### src/rtl/nco_phase_acc.sv
// NCO phase generator: a 32-bit tuning-word accumulator with a double-buffered frequency
// register, optional LFSR phase dither, a phase offset, and a truncated Theta output for the LUT.
module nco_phase_acc #(
  parameter int unsigned ACC_W     = 32,
  parameter int unsigned OUT_W     = 10,
  parameter int unsigned DITHER_W  = 6,
  parameter logic [15:0] LFSR_SEED = 16'hACE1
) (
  input  logic             clk_i,
  input  logic             rst_i,
  input  logic             clk_en_i,
  input  logic [ACC_W-1:0] freq_word_i,
  input  logic             freq_load_i,
  output logic             freq_ack_o,
  input  logic [OUT_W-1:0] phase_offset_i,
  input  logic             phase_sync_i,
  input  logic             dither_en_i,
  output logic [OUT_W-1:0] theta_o,
  output logic             theta_valid_o,
  output logic             wrap_o
);

  localparam int unsigned T_W = OUT_W + DITHER_W;
  // Galois taps for x^16+x^14+x^13+x^11+1 in right-shift form.
  localparam logic [15:0] LFSR_TAPS = 16'hB400;

  logic [ACC_W-1:0] acc_q, acc_d;
  logic [ACC_W-1:0] active_freq_q, active_freq_d;
  logic [ACC_W-1:0] shadow_q, shadow_d;
  logic             pending_q, pending_d;
  logic [15:0]      lfsr_q, lfsr_d;
  logic [OUT_W-1:0] theta_q, theta_d;
  logic             theta_valid_q, theta_valid_d;
  logic             wrap_q, wrap_d;
  logic             freq_ack_q, freq_ack_d;

  logic [ACC_W:0]   sum;
  logic [T_W-1:0]   dither_add;
  logic [T_W-1:0]   t_phase;
  logic [15:0]      lfsr_step;

  always_comb begin
    // NOTE: every always_comb target gets a default first so no path can infer a latch.
    acc_d         = acc_q;
    active_freq_d = active_freq_q;
    shadow_d      = shadow_q;
    pending_d     = pending_q;
    lfsr_d        = lfsr_q;
    theta_d       = theta_q;

    sum        = {1'b0, acc_q} + {1'b0, active_freq_q};
    dither_add = dither_en_i ? {{OUT_W{1'b0}}, lfsr_q[DITHER_W-1:0]} : '0;
    t_phase    = acc_q[ACC_W-1 -: T_W] + dither_add;
    lfsr_step  = {1'b0, lfsr_q[15:1]} ^ (lfsr_q[0] ? LFSR_TAPS : 16'h0000);

    theta_valid_d = clk_en_i;
    freq_ack_d    = clk_en_i && pending_q;
    wrap_d        = clk_en_i && !phase_sync_i && sum[ACC_W];

    if (clk_en_i) begin
      // Output uses the pre-update acc and lfsr, so Theta lags acc by one enabled cycle.
      theta_d = t_phase[T_W-1 -: OUT_W] + phase_offset_i;
      acc_d   = phase_sync_i ? '0 : sum[ACC_W-1:0];
      lfsr_d  = lfsr_step;
      if (pending_q) begin
        active_freq_d = shadow_q;
        pending_d     = 1'b0;
      end
    end

    // A same-cycle load lands after the transfer: active takes the old shadow, pending re-arms.
    if (freq_load_i) begin
      shadow_d  = freq_word_i;
      pending_d = 1'b1;
    end
  end

  always_ff @(posedge clk_i) begin
    // NOTE: state registers use non-blocking assignment so every flop samples pre-edge values.
    if (rst_i) begin
      acc_q         <= '0;
      active_freq_q <= '0;
      shadow_q      <= '0;
      pending_q     <= 1'b0;
      lfsr_q        <= LFSR_SEED;
      theta_q       <= '0;
      theta_valid_q <= 1'b0;
      wrap_q        <= 1'b0;
      freq_ack_q    <= 1'b0;
    end else begin
      acc_q         <= acc_d;
      active_freq_q <= active_freq_d;
      shadow_q      <= shadow_d;
      pending_q     <= pending_d;
      lfsr_q        <= lfsr_d;
      theta_q       <= theta_d;
      theta_valid_q <= theta_valid_d;
      wrap_q        <= wrap_d;
      freq_ack_q    <= freq_ack_d;
    end
  end

  assign theta_o       = theta_q;
  assign theta_valid_o = theta_valid_q;
  assign wrap_o        = wrap_q;
  assign freq_ack_o    = freq_ack_q;

endmodule

### config.mk
export PLATFORM = sky130hd
export DESIGN_NAME = nco_phase_acc
export DESIGN_NICKNAME = d
export VERILOG_FILES = /design/src/rtl/nco_phase_acc.sv
export SDC_FILE = /design/constraint.sdc
export NUM_CORES = 1
export LEC_CHECK = 0
export CORE_ASPECT_RATIO = 0.75
export CORE_MARGIN = 5
export CORE_UTILIZATION = 45
export CTS_BUF_LIST = sky130_fd_sc_hd__clkbuf_4 sky130_fd_sc_hd__clkbuf_8
export CTS_CLUSTER_DIAMETER = 50
export DETAILED_ROUTE_END_ITERATION = 12
export PLACE_DENSITY = 0.63
export SLEW_MARGIN = 30
export SYNTH_ARGS = -nofsm -noshare
export SYNTH_HDL_FRONTEND = slang
export SYNTH_SLANG_ARGS = --single-unit
### constraint.sdc
create_clock -name clk_i -period 4.2 [get_ports clk_i]
set_input_delay 0.63 -clock clk_i [delete_from_list [all_inputs] [get_ports clk_i]]
set_output_delay 0.63 -clock clk_i [all_outputs]
set_load 0.05 [all_outputs]
==> results of run 1 <==
-- logic make-up after synthesis --
logic type / Yosys count / share of synthesized area [%]
adder cells (fa/ha/maj): 48 / 9.39
flip-flops: 126 / 38.5
buffers and inverters: 53 / 3.04
multiplexers: 43 / 6.57
XOR/XNOR: 48 / 6.41
AO/OA/AOI/OAI: 192 / 19.4
AND/OR/NAND/NOR: 251 / 16.7
-- placed cells by master, fill, tap and decap left out, types with 5 or more instances in the layout --
cell type | netlist | layout
dfxtp_1 | 126 | 126
nand2_1 | 107 | 106
nor2_1 | 82 | 81
a21oi_1 | 77 | 75
clkdlybuf4s50_1 | 0 | 57
ha_1 | 46 | 46
mux2i_1 | 43 | 43
xnor2_1 | 29 | 29
clkbuf_8 | 0 | 23
o21ai_0 | 22 | 22
buf_4 | 0 | 20
xor2_1 | 19 | 19
a21o_1 | 17 | 17
inv_1 | 13 | 13
a211o_1 | 11 | 11
nand3_1 | 9 | 9
a22oi_1 | 9 | 9
and2_1 | 8 | 8
nor2b_1 | 8 | 8
nor3_1 | 7 | 7
o21bai_1 | 6 | 6
nand4_1 | 6 | 6
a22o_1 | 5 | 5
o31ai_1 | 5 | 5
o21ai_1 | 5 | 5
-- routing by layer --
layer  up-vias  track usage (%)  share of wire, %
li1       2809                -                 -
met2       125             28.0                40
met1      2526             28.4                53
met4         2             5.61               1.2
met5         -                0             0.082
met3        18             4.51               5.1
-- through the flow --
stage	hold slack, ps	cells	total power [mW]	TNS, ps
6_report	456	1033	2.62	0
5_1_grt	481	1033	2.74	0
4_1_cts	457	1033	2.66	0
3_5_place_dp	446	1001	1.55	-766
3_3_place_gp	441	1001	1.54	-308
2_1_floorplan	431	761	1.44	0
-- what timing repair did --
action	CTS	global route
resized for setup	0	4
endpoints found under the hold margin	0	0
setup endpoints to repair	0	2
-- final cells by class --
| class | count | area, µm² | area share (%) |
|---|---|---|---|
| multi-input cells | 582 | 3840 | 49.1 |
| flip-flops and latches | 126 | 2520 | 32.2 |
| repair buffers | 79 | 738 | 9.42 |
| clock buffers | 24 | 324 | 4.14 |
| well taps | 200 | 250 | 3.19 |
| clock inverters | 8 | 104 | 1.33 |
| inverters | 14 | 52.6 | 0.671 |
-- worst register-to-register path, stage by stage (launching register included) --
cell      delay [ps]
dfxtp_1          330
and2_1           150
ha_1             180
or3_1            360
o221ai_1         270
a21oi_2          120
nand3_1          130
nor2_2            50
xor2_1           140
ha_1             340
and3_1           190
a2111o_1         420
a21o_1           190
a21oi_2          150
o21bai_1          80
a21oi_1          170
xnor2_1          100
a22o_1           190
-- synth_stat cells, drive strengths merged, types with 5 or more instances --
| library cell | n | area, µm² |
|---|---|---|
| dfxtp | 126 | 2520 |
| nand2 | 107 | 402 |
| nor2 | 82 | 308 |
| a21oi | 77 | 385 |
| ha | 46 | 576 |
| mux2i | 43 | 430 |
| clkbuf | 37 | 139 |
| xnor2 | 29 | 254 |
| o21ai | 27 | 135 |
| xor2 | 19 | 166 |
| a21o | 18 | 136 |
| inv | 13 | 48.8 |
| a211o | 11 | 96.3 |
| a22oi | 9 | 67.6 |
| nand3 | 9 | 45.0 |
| and2 | 8 | 50.1 |
| nor2b | 8 | 50.1 |
| nor3 | 7 | 35.0 |
| nand4 | 6 | 37.5 |
| o21bai | 6 | 45.0 |
| a22o | 5 | 43.8 |
| a31oi | 5 | 46.3 |
| o31ai | 5 | 37.5 |
-- state kept, by name, summed over array words and instances, names as in the netlist --
register	cells
acc_q	32
active_freq_q	32
shadow_q	32
lfsr_q	16
theta_o	10
freq_ack_o	1
pending_q	1
theta_valid_o	1
wrap_o	1
-- path summary, 6_finish.rpt --
check | start | end
worst max-delay path | dither_en_i | theta_o[9]
worst min-delay path | shadow_q[6] | active_freq_q[6]
worst max register to register | lfsr_q[1] | theta_o[9]
worst min register to register | shadow_q[6] | active_freq_q[6]
-- power groups by stage --
stage / clock network (mW) / logic, mW / registers (mW)
2_1_floorplan: 0 / 0.135 / 1.31
3_3_place_gp: 0 / 0.245 / 1.29
3_5_place_dp: 0 / 0.251 / 1.29
4_1_cts: 1.14 / 0.251 / 1.27
5_1_grt: 1.19 / 0.274 / 1.27
6_report: 1.10 / 0.249 / 1.27
==> out/summary.txt, run 1 <==
Outcome: finished, final reports clean
Hold Vio Cnt, Final: 0
CTS buffer count: 17
Largest net degree at the start of global routing: 79
TritonCTS clock tree: yes
Switching Power: 638 µW
Power Density: 334 nW/µm²
FF+latch count, synth: 126
Worst Path Max Fanout: 5
Pre-CTS setup slack: -294 ps
Clock slew at reported path FFs: 80 ps
Critical path buffer and inverter count: 1
Clock sinks: 126
Clk buf depth: 2
Sequential power share: 48.4%
Min Tclk post-route: 3720 ps
Initial core utilization: 45.6%
GR Overflow Total: 0
Hold Crit Depth: 2
Synth Cell Area: 6550 µm²
RSZ-0062 raised after global routing: false
Total GRT Usage: 19.3%
PortBufs: 60
Clk_lat worst skew: 440 ps
Combinational power share: 9.5%
Fin crit share: 88.6%
Drt drc: 0
Unique masters post-synth: 59
DR pass1 iterations: 5
Crit-path leading delay family: compound AO/OA/AOI/OAI gates
Worst r2r path cells: 17
Vias/cell: 5.30
Synthesis-to-finish area growth: 19.6%
Pint: 1.98 mW
WL final: 15.8 mm
CP peak stage delay: 420 ps
Setup Fix Bufs, Post-CTS: 0
Worst path cell trace: dlymetal6s2s_1 > and2_1 > ha_1 > or3_1 > o221ai_1 > a21oi_2 > nand3_1 > nor2_2 > xor2_1 > ha_1 > and3_1 > a2111o_1 > a21o_1 > a21oi_2 > o21bai_1 > a21oi_1 > xnor2_1 > a22o_1
Worst setup margin: 480 ps
Die X: 149 µm
Clk network pwr share: 42.1%
Critical path depth: 18
Post-synth EDFFs: 0
Vias: 5480
Layout Utilization: 54.6%
Layout cell share with drive strength beyond 1: 8.04%
Clock Skews: 17.5 ps
Core area: 14400 µm²
DP HPWL: 12.0 mm
Routed Antenna Nets: 0
Req. time, crit path: 4530 ps
Worst EP arrival: 4050 ps
First-pass GRT wire length: 26.6 mm
Die ar.: 17100 µm²
FFs w/ async S/R, synth: 0%
Row cnt: 38
Nets: 916
Iteration-0 DRC Markers: 287
CP max-delay cell: a2111o_1
Initial antenna violation count: 1
Ys flop type: dfxtp_1
Max VDD drop: 0.199 mV
Min-delay worst type: flip-flop to flip-flop
Routability Congestion: 0.866
Syn_area_per_cell: 8.61 µm²
Sequential-to-total area share from yosys stat: 38.5%
Hold buffers post-CTS: 0
# setup viols final: 0
WL/cell: 15.3 µm
# IOs: 61
Design area: 7840 µm²
Max Fclk: 269 MHz
# Max-Cap Violations: 0
Critical path class: input port to flip-flop
Vias in the first global route: 5333
Max H-tree Level: 4
Slew margin rel.: 34.6%
Final Max Slew Viols: 0
LEAKAGE: 3.43 nW
Worst slew pin tran: 981 ps
Die Y: 115 µm
Placed inst area: 7400 µm²
Switching part of the total power: 24.3%
Post-Syn Nets: 857
CP Launch Type: input port
Reg2Reg Setup Slack: 540 ps
CP endpoint kind: flip-flop
Fillers: 1359
Diodes inserted: 0
CTS root buf: clkbuf_8
Yosys warning count: 0
Cells after Synth: 761
Power figures use the tool's default switching activity.
==> run 2: changes to the inputs <==
--- a/config.mk
+++ b/config.mk
@@ -12,6 +12,7 @@
 export CTS_CLUSTER_DIAMETER = 50
 export DETAILED_ROUTE_END_ITERATION = 12
 export PLACE_DENSITY = 0.63
+export SETUP_SLACK_MARGIN = 0.4
 export SLEW_MARGIN = 30
 export SYNTH_ARGS = -nofsm -noshare
 export SYNTH_HDL_FRONTEND = slang
==> out/summary.txt, run 2 (synthesized netlist as in run 1, its figures left out) <==
Outcome: finished, final reports clean
Placed inst area: 7410 µm² (+0.19%)
Max H-tree Level: 4 (unchanged)
Critical path class: flip-flop to flip-flop
# IOs: 61 (unchanged)
Clock sinks: 126 (unchanged)
# Max-Cap Violations: 0 (unchanged)
# setup viols final: 0 (unchanged)
Pre-CTS setup slack: -202 ps (+91.9 ps)
Worst slew pin tran: 933 ps (-48.7 ps)
PortBufs: 60 (unchanged)
CP endpoint kind: flip-flop
Most frequent cells in the layout: dfxtp_1 (126), nand2_1 (106), nor2_1 (81)
Hold buffers post-CTS: 0 (unchanged)
Final Max Slew Viols: 0 (unchanged)
WL final: 15.9 mm (+0.79%)
Largest registers: acc_q: 32 flops, active_freq_q: 32 flops, shadow_q: 32 flops
Die Y: 115 µm (unchanged)
Req. time, crit path: 4530 ps (about the same)
Hold Vio Cnt, Final: 0 (unchanged)
CP Launch Type: flip-flop
GR Overflow Total: 0 (unchanged)
Min Tclk post-route: 3560 ps (-159 ps)
LEAKAGE: 3.45 nW (+0.48%)
Clock Skews: 9.77 ps (-7.68 ps)
TritonCTS clock tree: yes
Worst EP arrival: 3890 ps (-160 ps)
Fin crit share: 84.8% (-3.8 points)
Initial core utilization: 45.6% (unchanged)
Worst setup margin: 640 ps (+159 ps)
Worst Path Max Fanout: 5 (unchanged)
Clk buf depth: 2 (unchanged)
Initial antenna violation count: 0 (-1)
CTS buffer count: 17 (unchanged)
Largest net degree at the start of global routing: 83 (+5.1%)
Vias: 5440 (-0.73%)
First-pass GRT wire length: 26.8 mm (+0.49%)
Min-delay worst type: flip-flop to flip-flop
Routability Congestion: 0.908 (+4.8%)
Total power: 2.65 mW (+1.1%)
Drt drc: 0 (unchanged)
Vias/cell: 5.26 (-0.83%)
Diodes inserted: 0 (unchanged)
DP HPWL: 12.0 mm (+0.33%)
Row cnt: 38 (unchanged)
RSZ-0062 raised after global routing: false
Power Density: 336 nW/µm² (+0.45%)
Vias in the first global route: 5357 (+0.45%)
Max VDD drop: 0.242 mV (+22%)
Commonest non-fill, non-tap cell in the layout: dfxtp_1
Clk_lat worst skew: 440 ps (about the same)
Fillers: 1347 (-0.88%)
Die ar.: 17100 µm² (unchanged)
Routed Antenna Nets: 0 (unchanged)
Nets: 917 (+0.11%)
Core area: 14400 µm² (unchanged)
CTS root buf: clkbuf_8
DR pass1 iterations: 5 (unchanged)
Hold slack: 445 ps (-11.1 ps)
Synthesis-to-finish area growth: 20.3%
WL/cell: 15.4 µm (+0.69%)
Iteration-0 DRC Markers: 227 (-21%)
Design area: 7880 µm² (+0.61%)
Max Fclk: 281 MHz (+4.5%)
Layout cell share with drive strength beyond 1: 8.87% (+0.83 points)
Clock slew at reported path FFs: 70 ps (about the same)
Die X: 149 µm (unchanged)
Total GRT Usage: 19.6% (+0.27 points)
Slew margin rel.: 37.6% (+3.0 points)
Setup TNS: 0 ps (unchanged)
==> run 2: cell type report <==
class                   count  area (µm²)  share of cell area (%)
multi-input cells         582        3880                    49.3
flip-flops and latches    126        2520                    32.0
repair buffers             80         744                    9.44
clock buffers              23         298                    3.78
well taps                 200         250                    3.17
clock inverters             9         133                    1.68
inverters                  14        52.6                   0.667
==> run 2: worst paths after layout <==
| kind | slack, ps | start | depth (start not counted) | to |
|---|---|---|---|---|
| setup / recovery | 640 | lfsr_q[2] | 17 | theta_o[9] |
| hold / removal | 450 | shadow_q[24] | 2 | active_freq_q[24] |
| setup reg to reg | 640 | lfsr_q[2] | 17 | theta_o[9] |
| hold reg to reg | 450 | shadow_q[24] | 2 | active_freq_q[24] |
==> run 2: metal layers <==
metal	up-vias	track usage (%)	routed length, µm	share of wire (%)
met5	-	0	0	0
met4	0	6.83	258	1.6
met3	20	4.16	851	5.3
met2	144	28.6	6560	41
met1	2477	28.5	8270	52
li1	2799	-	-	-
==> run 2: power breakdown <==
part	internal (mW)	total [mW]	switching, mW
logic	0.115	0.252	0.137
registers	1.24	1.27	0.0282
clock network	0.655	1.13	0.474
total	2.01	2.65	0.639
==> run 2: timing repair <==
item / 4_1_cts / 5_1_grt
gates resized for setup: 1 / 7
pin swaps: 4 / 12
cloned: 0 / 0
hold endpoints to repair: 0 / 0
buffers inserted: 1 / 1
endpoints found under the setup margin: 3 / 2
==> run 2: stage by stage <==
stage / util (%) / std cells
after detailed placement: 51.6 / 1000
after global routing: 54.9 / 1034
final: 54.9 / 1034
after global placement: 51.6 / 1000
after floorplan: - / 761
after CTS: 54.6 / 1033
==> run 2: critical path: stages, from the launching register on <==
cell and delay, ps:
dfxtp_1 330, and2_1 140, ha_1 190, or3_1 390, o221ai_2 220, a21oi_2 100
nand3_2 110, nor2_4 50, xor2_2 140, ha_1 350, and3_1 170, a2111o_1 410
a21o_1 180, a21oi_2 150, o21bai_1 100, a21oi_1 160, xnor2_1 90, a22o_1 200
==> run 3: changes to the inputs <==
--- a/config.mk
+++ b/config.mk
@@ -11,7 +11,7 @@
 export CTS_BUF_LIST = sky130_fd_sc_hd__clkbuf_4 sky130_fd_sc_hd__clkbuf_8
 export CTS_CLUSTER_DIAMETER = 50
 export DETAILED_ROUTE_END_ITERATION = 12
-export PLACE_DENSITY = 0.63
+export PLACE_DENSITY = 0.66
 export SETUP_SLACK_MARGIN = 0.4
 export SLEW_MARGIN = 30
 export SYNTH_ARGS = -nofsm -noshare
==> constraint.sdc (replaced) <==
create_clock -name clk_i -period 3.1 [get_ports clk_i]
set_input_delay 0.465 -clock clk_i [delete_from_list [all_inputs] [get_ports clk_i]]
set_output_delay 0.465 -clock clk_i [all_outputs]
set_load 0.05 [all_outputs]
==> out/summary.txt, run 3 (synthesized netlist as in run 1, its figures left out) <==
CTS buffer count: 17 (unchanged)
RSZ-0062 raised after global routing: true
TritonCTS clock tree: yes
Layout cell share with drive strength beyond 1: 17.2% (+8.3 points)
Placed inst area: 7660 µm² (+3.4%)
Pre-CTS setup slack: -1160 ps (-953 ps)
Switching part of the total power: 23.4% (-0.76 points)
Core area: 14400 µm² (unchanged)
Worst slew pin tran: 635 ps (-298 ps)
Worst Path Max Fanout: 3 (-2)
DR pass1 iterations: 5 (unchanged)
Clk_lat worst skew: 450 ps (about the same)
PortBufs: 60 (unchanged)
DP HPWL: 12.4 mm (+3.3%)
Vias/cell: 5.31 (+0.98%)
Commonest non-fill, non-tap cell in the layout: dfxtp_1
Clock Skews: 10.4 ps (+0.587 ps)
Min-delay worst type: flip-flop to flip-flop
Die Y: 115 µm (unchanged)
Diodes inserted: 0 (unchanged)
GR Overflow Total: 0 (unchanged)
Worst EP arrival: 3820 ps (-70 ps)
WL/cell: 15.7 µm (+2.1%)
Non-Filler Instances: 1072 (+3.7%)
Vias in the first global route: 5569 (+4.0%)
Combinational power share: 9.8% (+0.3 points)
Met3 wire len: 992 µm (+17%)
CP Launch Type: flip-flop
Sequential power share: 45.7% (-2.1 points)
Iteration-0 DRC Markers: 263 (+16%)
Largest net degree at the start of global routing: 55 (-34%)
Initial antenna violation count: 0 (unchanged)
Hold Vio Cnt, Final: 0 (unchanged)
CTS root buf: clkbuf_8
Clock sinks: 126 (unchanged)
Most frequent cells in the layout: dfxtp_1 (119), nand2_1 (107), nor2_1 (80)
Final Max Slew Viols: 0 (unchanged)
Critical path class: flip-flop to flip-flop
Top layer in use: met4
Max H-tree Level: 4 (unchanged)
LEAKAGE: 3.71 nW (+7.6%)
Hold buffers post-CTS: 0 (unchanged)
Die X: 149 µm (unchanged)
Total GRT Usage: 20.5% (+0.92 points)
Power Density: 441 nW/µm² (+31%)
Failing checks: negative setup slack
Switching Power: 877 µW (+37%)
Layout Utilization: 59.2% (+4.3 points)
Routability Congestion: 0.870 (-4.2%)
CP endpoint kind: flip-flop
Routed Antenna Nets: 0 (unchanged)
Nets: 956 (+4.3%)
Metal2 WL: 7.17 mm (+9.3%)
First-pass GRT wire length: 27.8 mm (+4.0%)
Max Fclk: 287 MHz (+2.1%)
Req. time, crit path: 3430 ps (-1100 ps)
Pint: 2.87 mW (+43%)
Drt drc: 0 (unchanged)
Clk network pwr share: 44.6% (+1.9 points)
# Max-Cap Violations: 0 (unchanged)
Clock slew at reported path FFs: 70 ps (about the same)
Cells after DPL: 1025 (+2.5%)
Slew margin rel.: 57.3% (+20 points)
Max VDD drop: 0.327 mV (+35%)
Worst setup margin: -387 ps (-1030 ps)
Hold slack: 455 ps (+9.42 ps)
Design area: 8500 µm² (+7.8%)
Min Tclk post-route: 3490 ps (-73.9 ps)
Fin crit share: 112% (+28 points)
Synthesis-to-finish area growth: 29.6%
# setup viols final: 5 (+5)
Die ar.: 17100 µm² (unchanged)
Largest registers: acc_q: 32 flops, active_freq_q: 32 flops, shadow_q: 32 flops
Outcome: finished with violations
# IOs: 61 (unchanged)
Initial core utilization: 45.6% (unchanged)
WL final: 16.9 mm (+5.8%)
Vias: 5695 (+4.7%)
Clk buf depth: 2 (unchanged)
Row cnt: 38 (unchanged)
Met1 WL: 8.50 mm (+2.8%)
run 3: cell count changes in the layout (fill, tap and decap cells not counted), sizes merged:
cell	before	now
clkbuf	24	21
clkinvlp	2	1
clkdlybuf4s15	0	1
buf	22	61
bufinv	3	5
clkinv	4	5
inv	14	13
run 3: critical path: stages, from the launching register on:
cell      delay, ps
dfxtp_2         330
and2_4          140
ha_4            150
or3_4           390
o221ai_4        180
a21oi_4         100
buf_4           160
xor2_2          150
ha_1            290
a21o_1          190
a2111o_1        440
a21o_1          190
a21oi_2         150
o21bai_1         90
a21oi_1         170
xnor2_1          90
a22o_1          180
run 3: repair_timing:
| item | in CTS | in global routing |
|---|---|---|
| gates resized for setup | 35 | 16 |
| pin swaps | 25 | 17 |
| buffers inserted | 11 | 4 |
| setup endpoints to repair | 22 | 23 |
run 3: area by class of cell:
cell class | instances | area, µm²
clock inverters | 10 | 185
clock buffers | 21 | 283
repair buffers | 119 | 1060
well taps | 200 | 250
flip-flops and latches | 126 | 2540
fillers | 1290 | 5860
multi-input cells | 582 | 4130
inverters | 14 | 52.6
run 3: power groups by stage:
stage | Combinational, mW | Sequential (mW) | Clock, mW
3_3_place_gp | 0.347 | 1.75 | 0
2_1_floorplan | 0.185 | 1.77 | 0
6_report | 0.367 | 1.71 | 1.67
3_5_place_dp | 0.359 | 1.75 | 0
5_1_grt | 0.401 | 1.72 | 1.79
4_1_cts | 0.366 | 1.71 | 1.71
run 3: metal layers:
metal	vias up	track usage, %
met4	0	5.91
met1	2651	29.6
met5	-	0
met3	19	4.12
met2	141	31.0
li1	2884	-
run 3: final timing paths:
kind | slack, ps | to | cells past startpoint | startpoint
worst max register to register | -390 | theta_o[9] | 16 | lfsr_q[2]
worst max-delay path | -390 | theta_o[9] | 16 | lfsr_q[2]
worst min register to register | 450 | active_freq_q[24] | 2 | shadow_q[24]
worst min-delay path | 450 | active_freq_q[24] | 2 | shadow_q[24]
run 3: through the flow:
step / setup TNS, ps / total power [mW]
finish: -1200 / 3.75
global route: -2110 / 3.91
CTS: -1050 / 3.79
detailed placement: -7010 / 2.11
global placement: -5530 / 2.09
floorplan: -931 / 1.96
